## config.mk

```make
export PLATFORM = sky130hd
export DESIGN_NAME = tetris_input_ctrl_flat
export DESIGN_NICKNAME = d
export VERILOG_FILES = /design/src/rtl/tetris_input_ctrl_if.sv /design/src/rtl/tetris_input_ctrl.sv /design/src/flat_wrapper.sv
export SDC_FILE = /design/constraint.sdc
export NUM_CORES = 1
export LEC_CHECK = 0
export CAP_MARGIN = 40
export CORE_MARGIN = 2
export CORE_UTILIZATION = 54
export CTS_CLUSTER_SIZE = 10
export DETAILED_ROUTE_END_ITERATION = 12
export GPL_TIMING_DRIVEN = 0
export PLACE_DENSITY = 0.75
export SLEW_MARGIN = 30
export SYNTH_ARGS = -nofsm -noshare
export SYNTH_HDL_FRONTEND = slang
export SYNTH_SLANG_ARGS = --single-unit
```

## constraint.sdc

```tcl
create_clock -name clk -period 2.1 [get_ports clk]
set_input_delay 0.315 -clock clk [delete_from_list [all_inputs] [get_ports clk]]
set_output_delay 0.315 -clock clk [all_outputs]
set_load 0.02 [all_outputs]
```

## src/rtl/tetris_input_ctrl_if.sv

```systemverilog
// Player-input bundle between the raw button/ADC sources and tetris_input_ctrl,
// carrying the conditioned command pulses back toward tetris_grid.
interface tetris_input_ctrl_if;
  logic        s1_n;
  logic        s2_n;
  logic [11:0] adc_value;
  logic        game_over;
  logic        move_left;
  logic        move_right;
  logic        move_down;
  logic        rotate;
  logic        tilt_active;

  modport master (
    output s1_n, s2_n, adc_value, game_over,
    input  move_left, move_right, move_down, rotate, tilt_active
  );

  modport slave (
    input  s1_n, s2_n, adc_value, game_over,
    output move_left, move_right, move_down, rotate, tilt_active
  );
endinterface

```

## src/rtl/tetris_input_ctrl.sv

```systemverilog
// Button debounce, joystick tilt hysteresis and DAS/ARR auto-repeat for tetris_grid.
// Optional gravity ticks on move_down are enabled by defining TETRIS_GRAVITY_EN.
module tetris_input_ctrl #(
  parameter int DEBOUNCE_CYCLES = 1000000,
  parameter int DAS_CYCLES      = 12500000,
  parameter int ARR_CYCLES      = 2500000,
  parameter int ADC_RIGHT_ON    = 1820,
  parameter int ADC_RIGHT_OFF   = 1780,
  parameter int ADC_LEFT_ON     = 1480,
  parameter int ADC_LEFT_OFF    = 1520,
  parameter int GRAVITY_CYCLES  = 25000000
) (
  input  logic               clk,
  input  logic               reset,
  tetris_input_ctrl_if.slave io
);

  localparam int DB_W = (DEBOUNCE_CYCLES > 2) ? $clog2(DEBOUNCE_CYCLES) : 1;
  localparam logic [DB_W-1:0] DB_LAST   = DB_W'(DEBOUNCE_CYCLES - 1);
  localparam logic [23:0]     DAS_LAST  = 24'(DAS_CYCLES - 1);
  localparam logic [23:0]     ARR_LAST  = 24'(ARR_CYCLES - 1);
  localparam logic [11:0]     RIGHT_ON  = 12'(ADC_RIGHT_ON);
  localparam logic [11:0]     RIGHT_OFF = 12'(ADC_RIGHT_OFF);
  localparam logic [11:0]     LEFT_ON   = 12'(ADC_LEFT_ON);
  localparam logic [11:0]     LEFT_OFF  = 12'(ADC_LEFT_OFF);

  typedef enum logic [1:0] {
    TILT_CENTER = 2'd0,
    TILT_LEFT   = 2'd1,
    TILT_RIGHT  = 2'd2
  } tilt_t;

  typedef enum logic [1:0] {
    RPT_IDLE = 2'd0,
    RPT_DAS  = 2'd1,
    RPT_ARR  = 2'd2
  } rpt_t;

  // Bit 0 is S1 (rotate), bit 1 is S2 (soft drop); all held as 1 = pressed.
  logic [1:0]      meta_r;
  logic [1:0]      sync_r;
  logic [1:0]      pressed_r;
  logic [DB_W-1:0] db_cnt_r [2];
  logic            rot_prev_r;

  logic [11:0] adc_r;
  tilt_t       tilt_r;
  logic        tilt_active_r;

  rpt_t        h_state_r;
  logic [23:0] h_cnt_r;
  logic        h_dir_r;
  rpt_t        s_state_r;
  logic [23:0] s_cnt_r;

  logic move_left_r;
  logic move_right_r;
  logic move_down_r;
  logic rotate_r;

  logic h_active_s;
  logic h_right_s;
  logic h_fire_s;
  logic s_active_s;
  logic s_fire_s;
  logic grav_tick_s;

  // Two-flop synchronizer followed by a per-button stability counter
  always_ff @(posedge clk) begin
    if (reset) begin
      meta_r    <= 2'b00;
      sync_r    <= 2'b00;
      pressed_r <= 2'b00;
      for (int i = 0; i < 2; i++) begin
        db_cnt_r[i] <= {DB_W{1'b0}};
      end
    end else begin
      meta_r <= ~{io.s2_n, io.s1_n};
      sync_r <= meta_r;
      for (int i = 0; i < 2; i++) begin
        if (sync_r[i] == pressed_r[i]) begin
          db_cnt_r[i] <= {DB_W{1'b0}};
        end else if (db_cnt_r[i] == DB_LAST) begin
          pressed_r[i] <= sync_r[i];
          db_cnt_r[i]  <= {DB_W{1'b0}};
        end else begin
          db_cnt_r[i] <= db_cnt_r[i] + {{(DB_W-1){1'b0}}, 1'b1};
        end
      end
    end
  end

  // Tilt FSM on the registered ADC sample; exact threshold values never transition
  always_ff @(posedge clk) begin
    if (reset) begin
      adc_r         <= 12'd0;
      tilt_r        <= TILT_CENTER;
      tilt_active_r <= 1'b0;
    end else begin
      adc_r         <= io.adc_value;
      tilt_active_r <= (tilt_r != TILT_CENTER);
      case (tilt_r)
        TILT_CENTER: begin
          if (adc_r > RIGHT_ON)      tilt_r <= TILT_RIGHT;
          else if (adc_r < LEFT_ON)  tilt_r <= TILT_LEFT;
          else                       tilt_r <= TILT_CENTER;
        end
        TILT_RIGHT: begin
          if (adc_r < LEFT_ON)        tilt_r <= TILT_LEFT;
          else if (adc_r < RIGHT_OFF) tilt_r <= TILT_CENTER;
          else                        tilt_r <= TILT_RIGHT;
        end
        TILT_LEFT: begin
          if (adc_r > RIGHT_ON)      tilt_r <= TILT_RIGHT;
          else if (adc_r > LEFT_OFF) tilt_r <= TILT_CENTER;
          else                       tilt_r <= TILT_LEFT;
        end
        default: tilt_r <= TILT_CENTER;
      endcase
    end
  end

  // game_over holds both engines idle, so releasing it re-enters DAS with a fresh pulse.
  assign h_active_s = (tilt_r != TILT_CENTER) && !io.game_over;
  assign h_right_s  = (tilt_r == TILT_RIGHT);
  assign h_fire_s   = h_active_s &&
                      ((h_state_r == RPT_IDLE) || (h_dir_r != h_right_s) ||
                       ((h_state_r == RPT_DAS) && (h_cnt_r == DAS_LAST)) ||
                       ((h_state_r == RPT_ARR) && (h_cnt_r == ARR_LAST)));
  assign s_active_s = pressed_r[1] && !io.game_over;
  assign s_fire_s   = s_active_s &&
                      ((s_state_r == RPT_IDLE) ||
                       ((s_state_r == RPT_DAS) && (s_cnt_r == DAS_LAST)) ||
                       ((s_state_r == RPT_ARR) && (s_cnt_r == ARR_LAST)));

  // Horizontal repeat engine; a direction reversal restarts DAS
  always_ff @(posedge clk) begin
    if (reset) begin
      h_state_r    <= RPT_IDLE;
      h_cnt_r      <= 24'd0;
      h_dir_r      <= 1'b0;
      move_left_r  <= 1'b0;
      move_right_r <= 1'b0;
    end else begin
      move_right_r <= h_fire_s && h_right_s;
      move_left_r  <= h_fire_s && !h_right_s;
      if (!h_active_s) begin
        h_state_r <= RPT_IDLE;
        h_cnt_r   <= 24'd0;
      end else if ((h_state_r == RPT_IDLE) || (h_dir_r != h_right_s)) begin
        h_state_r <= RPT_DAS;
        h_cnt_r   <= 24'd0;
        h_dir_r   <= h_right_s;
      end else begin
        case (h_state_r)
          RPT_DAS: begin
            if (h_cnt_r == DAS_LAST) begin
              h_state_r <= RPT_ARR;
              h_cnt_r   <= 24'd0;
            end else begin
              h_cnt_r <= h_cnt_r + 24'd1;
            end
          end
          RPT_ARR: begin
            if (h_cnt_r == ARR_LAST) h_cnt_r <= 24'd0;
            else                     h_cnt_r <= h_cnt_r + 24'd1;
          end
          default: begin
            h_state_r <= RPT_IDLE;
            h_cnt_r   <= 24'd0;
          end
        endcase
      end
    end
  end

  // Soft-drop repeat engine driven by the debounced S2 level
  always_ff @(posedge clk) begin
    if (reset) begin
      s_state_r <= RPT_IDLE;
      s_cnt_r   <= 24'd0;
    end else if (!s_active_s) begin
      s_state_r <= RPT_IDLE;
      s_cnt_r   <= 24'd0;
    end else begin
      case (s_state_r)
        RPT_IDLE: begin
          s_state_r <= RPT_DAS;
          s_cnt_r   <= 24'd0;
        end
        RPT_DAS: begin
          if (s_cnt_r == DAS_LAST) begin
            s_state_r <= RPT_ARR;
            s_cnt_r   <= 24'd0;
          end else begin
            s_cnt_r <= s_cnt_r + 24'd1;
          end
        end
        RPT_ARR: begin
          if (s_cnt_r == ARR_LAST) s_cnt_r <= 24'd0;
          else                     s_cnt_r <= s_cnt_r + 24'd1;
        end
        default: begin
          s_state_r <= RPT_IDLE;
          s_cnt_r   <= 24'd0;
        end
      endcase
    end
  end

`ifdef TETRIS_GRAVITY_EN
  localparam int GR_W = (GRAVITY_CYCLES > 2) ? $clog2(GRAVITY_CYCLES) : 1;
  localparam logic [GR_W-1:0] GR_LAST = GR_W'(GRAVITY_CYCLES - 1);

  logic [GR_W-1:0] grav_cnt_r;

  assign grav_tick_s = (grav_cnt_r == GR_LAST) && !io.game_over;

  // Free-running gravity period counter, parked at zero during game_over
  always_ff @(posedge clk) begin
    if (reset || io.game_over) begin
      grav_cnt_r <= {GR_W{1'b0}};
    end else if (grav_cnt_r == GR_LAST) begin
      grav_cnt_r <= {GR_W{1'b0}};
    end else begin
      grav_cnt_r <= grav_cnt_r + {{(GR_W-1){1'b0}}, 1'b1};
    end
  end
`else
  assign grav_tick_s = 1'b0;
`endif

  // Rotate on the debounced S1 press edge; an edge landing in game_over is consumed
  always_ff @(posedge clk) begin
    if (reset) begin
      rot_prev_r  <= 1'b0;
      rotate_r    <= 1'b0;
      move_down_r <= 1'b0;
    end else begin
      rot_prev_r  <= pressed_r[0];
      rotate_r    <= pressed_r[0] && !rot_prev_r && !io.game_over;
      move_down_r <= s_fire_s || grav_tick_s;
    end
  end

  assign io.move_left   = move_left_r;
  assign io.move_right  = move_right_r;
  assign io.move_down   = move_down_r;
  assign io.rotate      = rotate_r;
  assign io.tilt_active = tilt_active_r;

endmodule

```

## src/flat_wrapper.sv

```systemverilog
// flat-port wrapper written by rule: the top's interface ports become plain ports
module tetris_input_ctrl_flat 
#(
  parameter int DEBOUNCE_CYCLES = 1000000,
  parameter int DAS_CYCLES      = 12500000,
  parameter int ARR_CYCLES      = 2500000,
  parameter int ADC_RIGHT_ON    = 1820,
  parameter int ADC_RIGHT_OFF   = 1780,
  parameter int ADC_LEFT_ON     = 1480,
  parameter int ADC_LEFT_OFF    = 1520,
  parameter int GRAVITY_CYCLES  = 25000000
)
  (clk, reset, io_s1_n, io_s2_n, io_adc_value, io_game_over, io_move_left, io_move_right, io_move_down, io_rotate, io_tilt_active);
  tetris_input_ctrl_if io_i ();
  input  logic clk;
  input  logic reset;
  input wire logic [$bits(io_i.s1_n)-1:0] io_s1_n;
  input wire logic [$bits(io_i.s2_n)-1:0] io_s2_n;
  input wire logic [$bits(io_i.adc_value)-1:0] io_adc_value;
  input wire logic [$bits(io_i.game_over)-1:0] io_game_over;
  output wire logic [$bits(io_i.move_left)-1:0] io_move_left;
  output wire logic [$bits(io_i.move_right)-1:0] io_move_right;
  output wire logic [$bits(io_i.move_down)-1:0] io_move_down;
  output wire logic [$bits(io_i.rotate)-1:0] io_rotate;
  output wire logic [$bits(io_i.tilt_active)-1:0] io_tilt_active;
  assign io_i.s1_n = io_s1_n;
  assign io_i.s2_n = io_s2_n;
  assign io_i.adc_value = io_adc_value;
  assign io_i.game_over = io_game_over;
  assign io_move_left = io_i.move_left;
  assign io_move_right = io_i.move_right;
  assign io_move_down = io_i.move_down;
  assign io_rotate = io_i.rotate;
  assign io_tilt_active = io_i.tilt_active;
  tetris_input_ctrl #(.DEBOUNCE_CYCLES(DEBOUNCE_CYCLES), .DAS_CYCLES(DAS_CYCLES), .ARR_CYCLES(ARR_CYCLES), .ADC_RIGHT_ON(ADC_RIGHT_ON), .ADC_RIGHT_OFF(ADC_RIGHT_OFF), .ADC_LEFT_ON(ADC_LEFT_ON), .ADC_LEFT_OFF(ADC_LEFT_OFF), .GRAVITY_CYCLES(GRAVITY_CYCLES)) u_core (.clk(clk), .reset(reset), .io(io_i));
endmodule
```

After elaboration in Yosys (flattened, before gate mapping)
Memory sizes are Yosys's and may differ from the RTL's.
Index checks and enable logic that the tools add are counted.
{"block": "word_totals", "register_bits": 79, "latchBits": 0, "ramBits": 40, "rom_bits": 0, "input_bits": 17, "out_inout_bits": 5, "wordCells": 140, "mem_count": 1}
{"memory": "u_core.db_cnt_r", "depth": 2, "word_bits": 20, "rd": 2, "rd_clocked_by_memory_dff": 0, "wr": 2, "line": "tetris_input_ctrl.sv:43", "source": "logic [DB_W-1:0] db_cnt_r [2];"}
{"block": "classes", "n_addsub": 4, "n_mul": 0, "div": 0, "n_lt_le_gt_ge": 4, "eq_ne": 19, "shifts": 0, "n_mux": 48, "bitwise": 13, "n_reduce_logical": 33}
{"op": "$mux 20", "n": 6}
{"op": "$mux 24", "n": 4}
{"op": "$pmux 24 s2", "n": 2}
{"op": "$add 24x1->24 const B", "n": 2}
{"op": "$eq 24x22->1 const B", "n": 2}
{"op": "$eq 24x24->1 const B", "n": 2}
{"op": "$add 20x1->20 const B", "n": 2}
{"op": "$eq 20x20->1 const B", "n": 2}
{"op": "$mux 1", "n": 27}
{"op": "$gt 12x11->1 const B", "n": 2}
{"op": "$lt 12x11->1 const B", "n": 2}
{"op": "$logic_and 1x1->1", "n": 12}
{"op": "$mux 2", "n": 6}
{"op": "$pmux 2 s3", "n": 2}
{"op": "$reduce_and 2->1", "n": 6}
{"op": "$eq 2x1->1 const B", "n": 3}
{"op": "$eq 2x2->1 const B", "n": 3}
{"op": "$logic_not 2->1", "n": 3}
{"op": "$ne 2x2->1 const B", "n": 3}
{"op": "$not 1->1", "n": 6}
{"op": "$or 1x1->1", "n": 6}
{"op": "$logic_or 1x1->1", "n": 5}
{"op": "$pmux 2 s2", "n": 1}
{"op": "$reduce_or 2->1", "n": 2}
{"op": "other kinds (7)", "n": 10}

Longest topological paths before layout
Gate-level depths: netlist of the first run.
An unclocked memory read counts as a cell.
{"block": "logic_depth", "word_depth": 8, "ltp_mapped": 6, "depth_no_buf": 6}

Worst setup path after synthesis of the first run
Ideal clock, no wire load.
{"block": "synth_timing", "path_type": "flip-flop to flip-flop", "startpoint": "register u_core.s_cnt_r[0]", "endpoint": "register u_core.s_cnt_r[22]", "setup_ns": 0.086, "arrival_time_ns": 1.955, "required_time_ns": 2.014, "path_slack_ns": 0.058, "stages_incl_launch_ff": 7, "n_path_buf": 1, "synth_period_minus_slack_ns": 2.042, "cell_sequence": "dfxtp_1 > ha_1 > nand3_1 > or4_1 > buf_2 > or4_1 > a221oi_2"}
{"block": "synth_via", "elab_chain_cells": 3, "word_cells_on_any_way": 6, "cone_classes": "add/sub: 1; eq/ne: 2; mux: 3"}
{"item": "start, declared", "line": "tetris_input_ctrl.sv:54", "source": "logic [23:0] s_cnt_r;"}
{"item": "start signal, assigned", "line": "tetris_input_ctrl.sv:196", "source": "s_cnt_r <= s_cnt_r + 24'd1;"}
{"item": "start signal, assigned", "line": "tetris_input_ctrl.sv:201", "source": "else s_cnt_r <= s_cnt_r + 24'd1;"}
{"item": "$add 24x1->24, or another cell as far along", "line": "tetris_input_ctrl.sv:196, tetris_input_ctrl.sv:201"}
{"item": "$mux 24, on equally long branches", "line": "tetris_input_ctrl.sv:200, tetris_input_ctrl.sv:192"}
{"item": "$pmux 24 s2 *", "line": "tetris_input_ctrl.sv:186", "source": "case (s_state_r)"}
Mark *: on every way between the ends. The rest lies on a longest branch, timed or not.
A chain may end at the register's enable or synchronous reset.

==> run summary, run 1 <==
Delay-heaviest family, CP: simple AND/OR/NAND/NOR gates
Hold path startpoint: reset
Max-cap viol count: 0
Min Tclk post-route: 2.05 ns
CP required: 2.49 ns
Pin count of the biggest net entering global routing: 17
Clk_skew: 0.00780 ns
CP startpoint: u_core.db_cnt_r[0][8]
Clk buf depth: 2
CP Cell Sequence: nand4_1 > buf_4 > or4_4 > or3_1 > a21oi_2
Starting Density: 55.3%
Netlist cell types: 59
Status: complete, no violations
Post-route setup TNS: 0 ns
Synth Area in Simple Gates: 24.6%
Die area: 12000 um2
LEAKAGE: 2.38 nW
Worst EP arrival: 2.43 ns
Initial DRT Pass Iterations: 5
Most area-hungry cell type in the Yosys netlist: dfxtp_1
CP startpoint kind: register
Fill cells: 813
Clk_lat worst skew: 0.53 ns
Xor/xnor cell area share of the yosys netlist: 7.60%
Final Setup Violations: 0
Drt drc: 0
Buffers on Ports: 20
CP max-delay cell: or4_4
DP HPWL: 8470 um
Worst path buffer plus inverter count: 1
Total Routed Length: 13000 um
CTS tree: built
Slew Limit Fails: 0
Post-synth EDFFs: 40
Core area: 10800 um2
Most common cell in the netlist: dfxtp_1
First-pass GRT wire length: 21500 um
Area taken by multi-input logic gates: 3250 um2
Hold Violations, Final: 0
Top cell type's share of synthesized area: 26.4%
Fraction of registers with async set/reset: 0%
Post-DR wirelength/cell: 14.7 um
Compound-Gate Fraction of Synth Area: 14.9%
Sequential share of the synthesized area: 46.4%
Mux contribution to synthesized area: 0.167%
Least-Margin Pin Slew: 0.584 ns
GRT Total Usage: 22.9%
PwrDens: 729 nW/um2
Post-synth top cells: 79 x dfxtp_1, 44 x nor2_1, 40 x edfxtp_1
Htree depth: 4
Mapped cell area: 5990 um2
Pre-CTS setup slack: -0.396 ns
CTS Buf Count: 17
Largest cells by area after synthesis: dfxtp_1 26%, edfxtp_1 20%, xnor2_1 5.6%, a211oi_1 4.0%, or3_1 3.0%
Vias per cell: 5.72
Syn Area/Cell: 9.60 um2
Clk root buf: clkbuf_8
CTS clock-pin slew for the worst setup and hold paths: 0.06 ns
Worst min-delay path class: in -> reg
Initial DRC count: 401
Critical Path Sink Type: register
Adder-cell share of the synthesized area: 2.30%
Tcrit/Tclk final: 97.6%
Core Rows: 38
Worst slew margin: 61.0%
Nets: 755
Die height: 109 um
Antenna violations before repair: 0
Layout cells sized above 1: 17.2%
#FFs+latches synth: 119
Gr ovfl total: 0
Placed cell areas: 6520 um2
WHS: 0.227 ns
Cells after synthesis: 624
Area delta synth->final: 24.9%
Total Power: 5.46 mW
Hold buffers post-CTS: 0
Cell area after layout: 7480 um2
Synth warn: 0
Reg-to-Reg Start: u_core.db_cnt_r[0][8]
Max Freq: 0.488 GHz
Top Ports: 22
Die Width: 109 um
Max FO, Critical Path: 6
Largest family of logic cells by synthesized area: simple AND/OR/NAND/NOR gates
Top_reg_cell synth: dfxtp_1
Routed vias: 5033
RD Place Congestion: 0.845
Final Worst Setup Slack: 0.0510 ns
Max VDD drop: 0.543 mV
Routed Antenna Nets: 0
# diodes: 0
Vias in the first global route: 4784
Register Area: 2800 um2
Sink Count: 119
Max incr delay on CP: 0.57 ns
Crit Path Category: reg -> reg
-- final timing paths --
| check | cells past startpoint | end | slack, ns |
|---|---|---|---|
| setup reg to reg | 5 | u_core.db_cnt_r[0][18] | 0.05 |
| setup / recovery | 5 | u_core.db_cnt_r[0][18] | 0.05 |
| hold / removal | 2 | u_core.rot_prev_r | 0.23 |
| hold reg to reg | 1 | u_core.io.rotate | 0.43 |
-- cell usage in the layout, fill, tap and decap left out, types with 23 or more instances in the layout --
cell,Yosys,routed
inv_1,29,29
o21ai_0,35,34
xnor2_1,38,38
or3_1,29,29
dfxtp_1,79,71
edfxtp_1,40,40
nand2_1,32,32
nand3_1,30,27
nor2_1,44,44
buf_4,2,29
a211oi_1,32,32
conb_1,1,40
nand4_1,23,23
-- what timing repair did --
| action | 4_1_cts | 5_1_grt |
|---|---|---|
| setup buffers | 9 | 20 |
| endpoints found under the setup margin | 64 | 82 |
| gates cloned | 0 | 0 |
| resized for setup | 25 | 35 |
| pin swaps | 4 | 11 |
-- layer usage --
| metal | vias to the layer above | GRT usage [%] | share of wire (%) |
|---|---|---|---|
| li1 | 2508 | - | - |
| met1 | 2410 | 28.0 | 45 |
| met2 | 97 | 38.3 | 50 |
| met3 | 18 | 6.28 | 3.9 |
| met4 | 0 | 8.95 | 1.3 |
| met5 | - | 0 | 0 |
-- report_power, final --
group          leakage (nW)  switching, mW  internal (mW)
registers              1.06         0.0541           2.43
clock network         0.291           1.07           1.70
logic                  1.03         0.0998         0.0994
-- final cells by class --
cell class / count / area share [%]
Clock buffer: 21 / 6.72
Timing Repair Buffer: 49 / 5.58
Multi-Input combinational cell: 487 / 43.5
Clock inverter: 11 / 1.10
Sequential cell: 119 / 37.4
Inverter: 29 / 1.45
Tap cell: 140 / 2.34
Buffer: 24 / 1.92
-- flip-flops by register name, summed over array words and instances (netlist names), 12 cells and up --
register and cells:
u_core.adc_r 12, u_core.db_cnt_r 40, u_core.h_cnt_r 24, u_core.s_cnt_r 24
-- through the flow --
stage,utilization (%),instances
after floorplan,-,663
after global placement,60.1,823
after detailed placement,60.1,823
after CTS,67.0,864
after global routing,69.0,880
final,69.0,880
-- kinds of logic (layout without fill, tap and decap cells) --
family | after synthesis | in the layout
other | 1 | 40
AO/OA/AOI/OAI | 126 | 126
buffers and inverters | 57 | 134
multiplexers | 1 | 1
XOR/XNOR | 52 | 52
flip-flops | 119 | 119
adder cells (fa/ha/maj) | 11 | 11
AND/OR/NAND/NOR | 257 | 257
Note: power is estimated with default switching activity, not from simulation.
==> run 2: changes to the inputs <==
--- a/config.mk
+++ b/config.mk
@@ -6,6 +6,7 @@
 export NUM_CORES = 1
 export LEC_CHECK = 0
 export CAP_MARGIN = 40
+export CORE_ASPECT_RATIO = 0.7
 export CORE_MARGIN = 2
 export CORE_UTILIZATION = 54
 export CTS_CLUSTER_SIZE = 10
==> run 2 against run 1 <==
Effect of this change:
- the run now ends with setup timing left
- final cell count up 0.23%
- maximum frequency shrank 2.5%
- clock power rose by 7.6%
- sequential share of layout area hardly changed
- count of clock-buffer cells in the layout rose by 4
- utilization decreased by 0.51 points
- worst setup slack lost 0.053 ns
- combinational power fell by 7%
==> run summary, run 2 (same netlist as run 1, synthesis figures left out) <==
Initial DRT Pass Iterations: 5
Gr ovfl total: 0
Max FO, Critical Path: 7
Leading cell types in the layout, fill and taps excluded: 69 x dfxtp_1, 44 x nor2_1, 40 x edfxtp_1, 40 x conb_1, 38 x xnor2_1
First-pass GRT wire length: 23100 um
Cell Count, Final, Fillers Out: 882
Antenna violations before repair: 0
Fill cells: 825
Clk root buf: clkbuf_16
RD Place Congestion: 0.863
Post-route setup TNS: -0.00231 ns
Register Area: 2800 um2
Clk buf depth: 2
Nets: 744
CTS Buf Count: 17
Largest register FFs: 40
Max-cap viol count: 0
Drt drc: 0
Area taken by multi-input logic gates: 3290 um2
Commonest non-fill, non-tap cell in the layout: dfxtp_1
Clk_skew: 0.00721 ns
CTS tree: built
Tcrit/Tclk final: 100%
Placed cells: 836
Hold Violations, Final: 0
Die height: 92.1 um
PwrDens: 755 nW/um2
Pin count of the biggest net entering global routing: 17
Critical Path Sink Type: register
Core area: 10900 um2
Vias in the first global route: 5009
Largest regs: u_core.db_cnt_r (40), u_core.h_cnt_r (24), u_core.s_cnt_r (24)
Layout cells sized above 1: 16.5%
Area delta synth->final: 25.0%
# diodes: 0
CP required: 2.37 ns
Top Ports: 22
Final Worst Setup Slack: -0.00231 ns
Vias per cell: 5.76
WHS: 0.359 ns
Clk_lat worst skew: 0.41 ns
Slew Limit Fails: 0
Starting Density: 54.8%
Crit Path Category: reg -> reg
Failing checks: setup timing
Total Routed Length: 14100 um
Htree depth: 4
Worst slew margin: 62.6%
Min Tclk post-route: 2.10 ns
DP HPWL: 9110 um
Sink Count: 119
Hold buffers post-CTS: 0
Worst min-delay path class: in -> reg
Final Setup Violations: 1
Die Width: 130 um
Routed vias: 5076
Finished Core Util: 68.5%
GRT Total Usage: 24.3%
Status: finished with violations
Buffers on Ports: 20
CTS clock-pin slew for the worst setup and hold paths: 0.06 ns
Initial DRC count: 518
Top reg by flops: u_core.db_cnt_r
Max Freq: 0.476 GHz
Least-Margin Pin Slew: 0.561 ns
Post-DR wirelength/cell: 16.0 um
Worst EP arrival: 2.37 ns
Routed Antenna Nets: 0
LEAKAGE: 2.36 nW
Pre-CTS setup slack: -0.397 ns
Core Rows: 32
CP startpoint kind: register
Die area: 12000 um2
Max VDD drop: 0.605 mV
run 2: layout make-up:
class,instances,share of cell area (%)
buffer,24,1.97
clock buffer,25,7.03
timing repair buffer,38,4.48
inverter,29,1.45
sequential,119,37.4
multi-input combinational,487,43.9
tap,153,2.56
clock inverter,7,1.17
run 2: final timing paths:
kind,startpoint,end,slack (ns),depth (start not counted)
min,reset,u_core.sync_r[0],0.36,2
max,u_core.db_cnt_r[1][4],u_core.db_cnt_r[1][16],-0.002,5
max reg2reg,u_core.db_cnt_r[1][4],u_core.db_cnt_r[1][16],-0.002,5
min reg2reg,u_core.rot_prev_r,u_core.io.rotate,0.40,1
run 2: timing repair:
item	in CTS	in global routing
buffers inserted	9	9
setup endpoints to repair	83	72
pin swaps	8	10
gates resized for setup	26	38
run 2: metrics by stage:
stage / total power, mW / instance area [um2]
after global routing: 5.82 / 7490
after CTS: 5.66 / 7300
after floorplan: 2.63 / 6140
final: 5.65 / 7490
after global placement: 2.69 / 6530
after detailed placement: 2.70 / 6530
run 2: metal layers:
metal	routed length [um]	vias to the layer above	track usage (%)
met3	657	24	6.59
met1	6350	2429	32.0
met5	0	-	0
met2	6850	140	38.8
met4	219	0	7.62
li1	-	2483	-
run 2: worst max-delay path, cell delays in order, from the launching register on:
cell and delay (ns):
edfxtp_1 0.45, nand4_4 0.18, or4_4 0.56, buf_6 0.15, or3_2 0.46, a21oi_2 0.15
run 2: report_power, final:
part	internal [mW]	leakage [nW]	switching (mW)
Clock	1.97	0.304	1.01
Sequential	2.43	1.06	0.0572
Combinational	0.0901	0.993	0.0956
Total	4.49	2.36	1.16
==> run 3: changes to the inputs <==
--- a/config.mk
+++ b/config.mk
@@ -12,6 +12,7 @@
 export CTS_CLUSTER_SIZE = 10
 export DETAILED_ROUTE_END_ITERATION = 12
 export GPL_TIMING_DRIVEN = 0
+export HOLD_SLACK_MARGIN = 0.1
 export PLACE_DENSITY = 0.75
 export SLEW_MARGIN = 30
 export SYNTH_ARGS = -nofsm -noshare
==> results of run 3 <==
Final layout, timing and power as in run 2 (identical DEF).
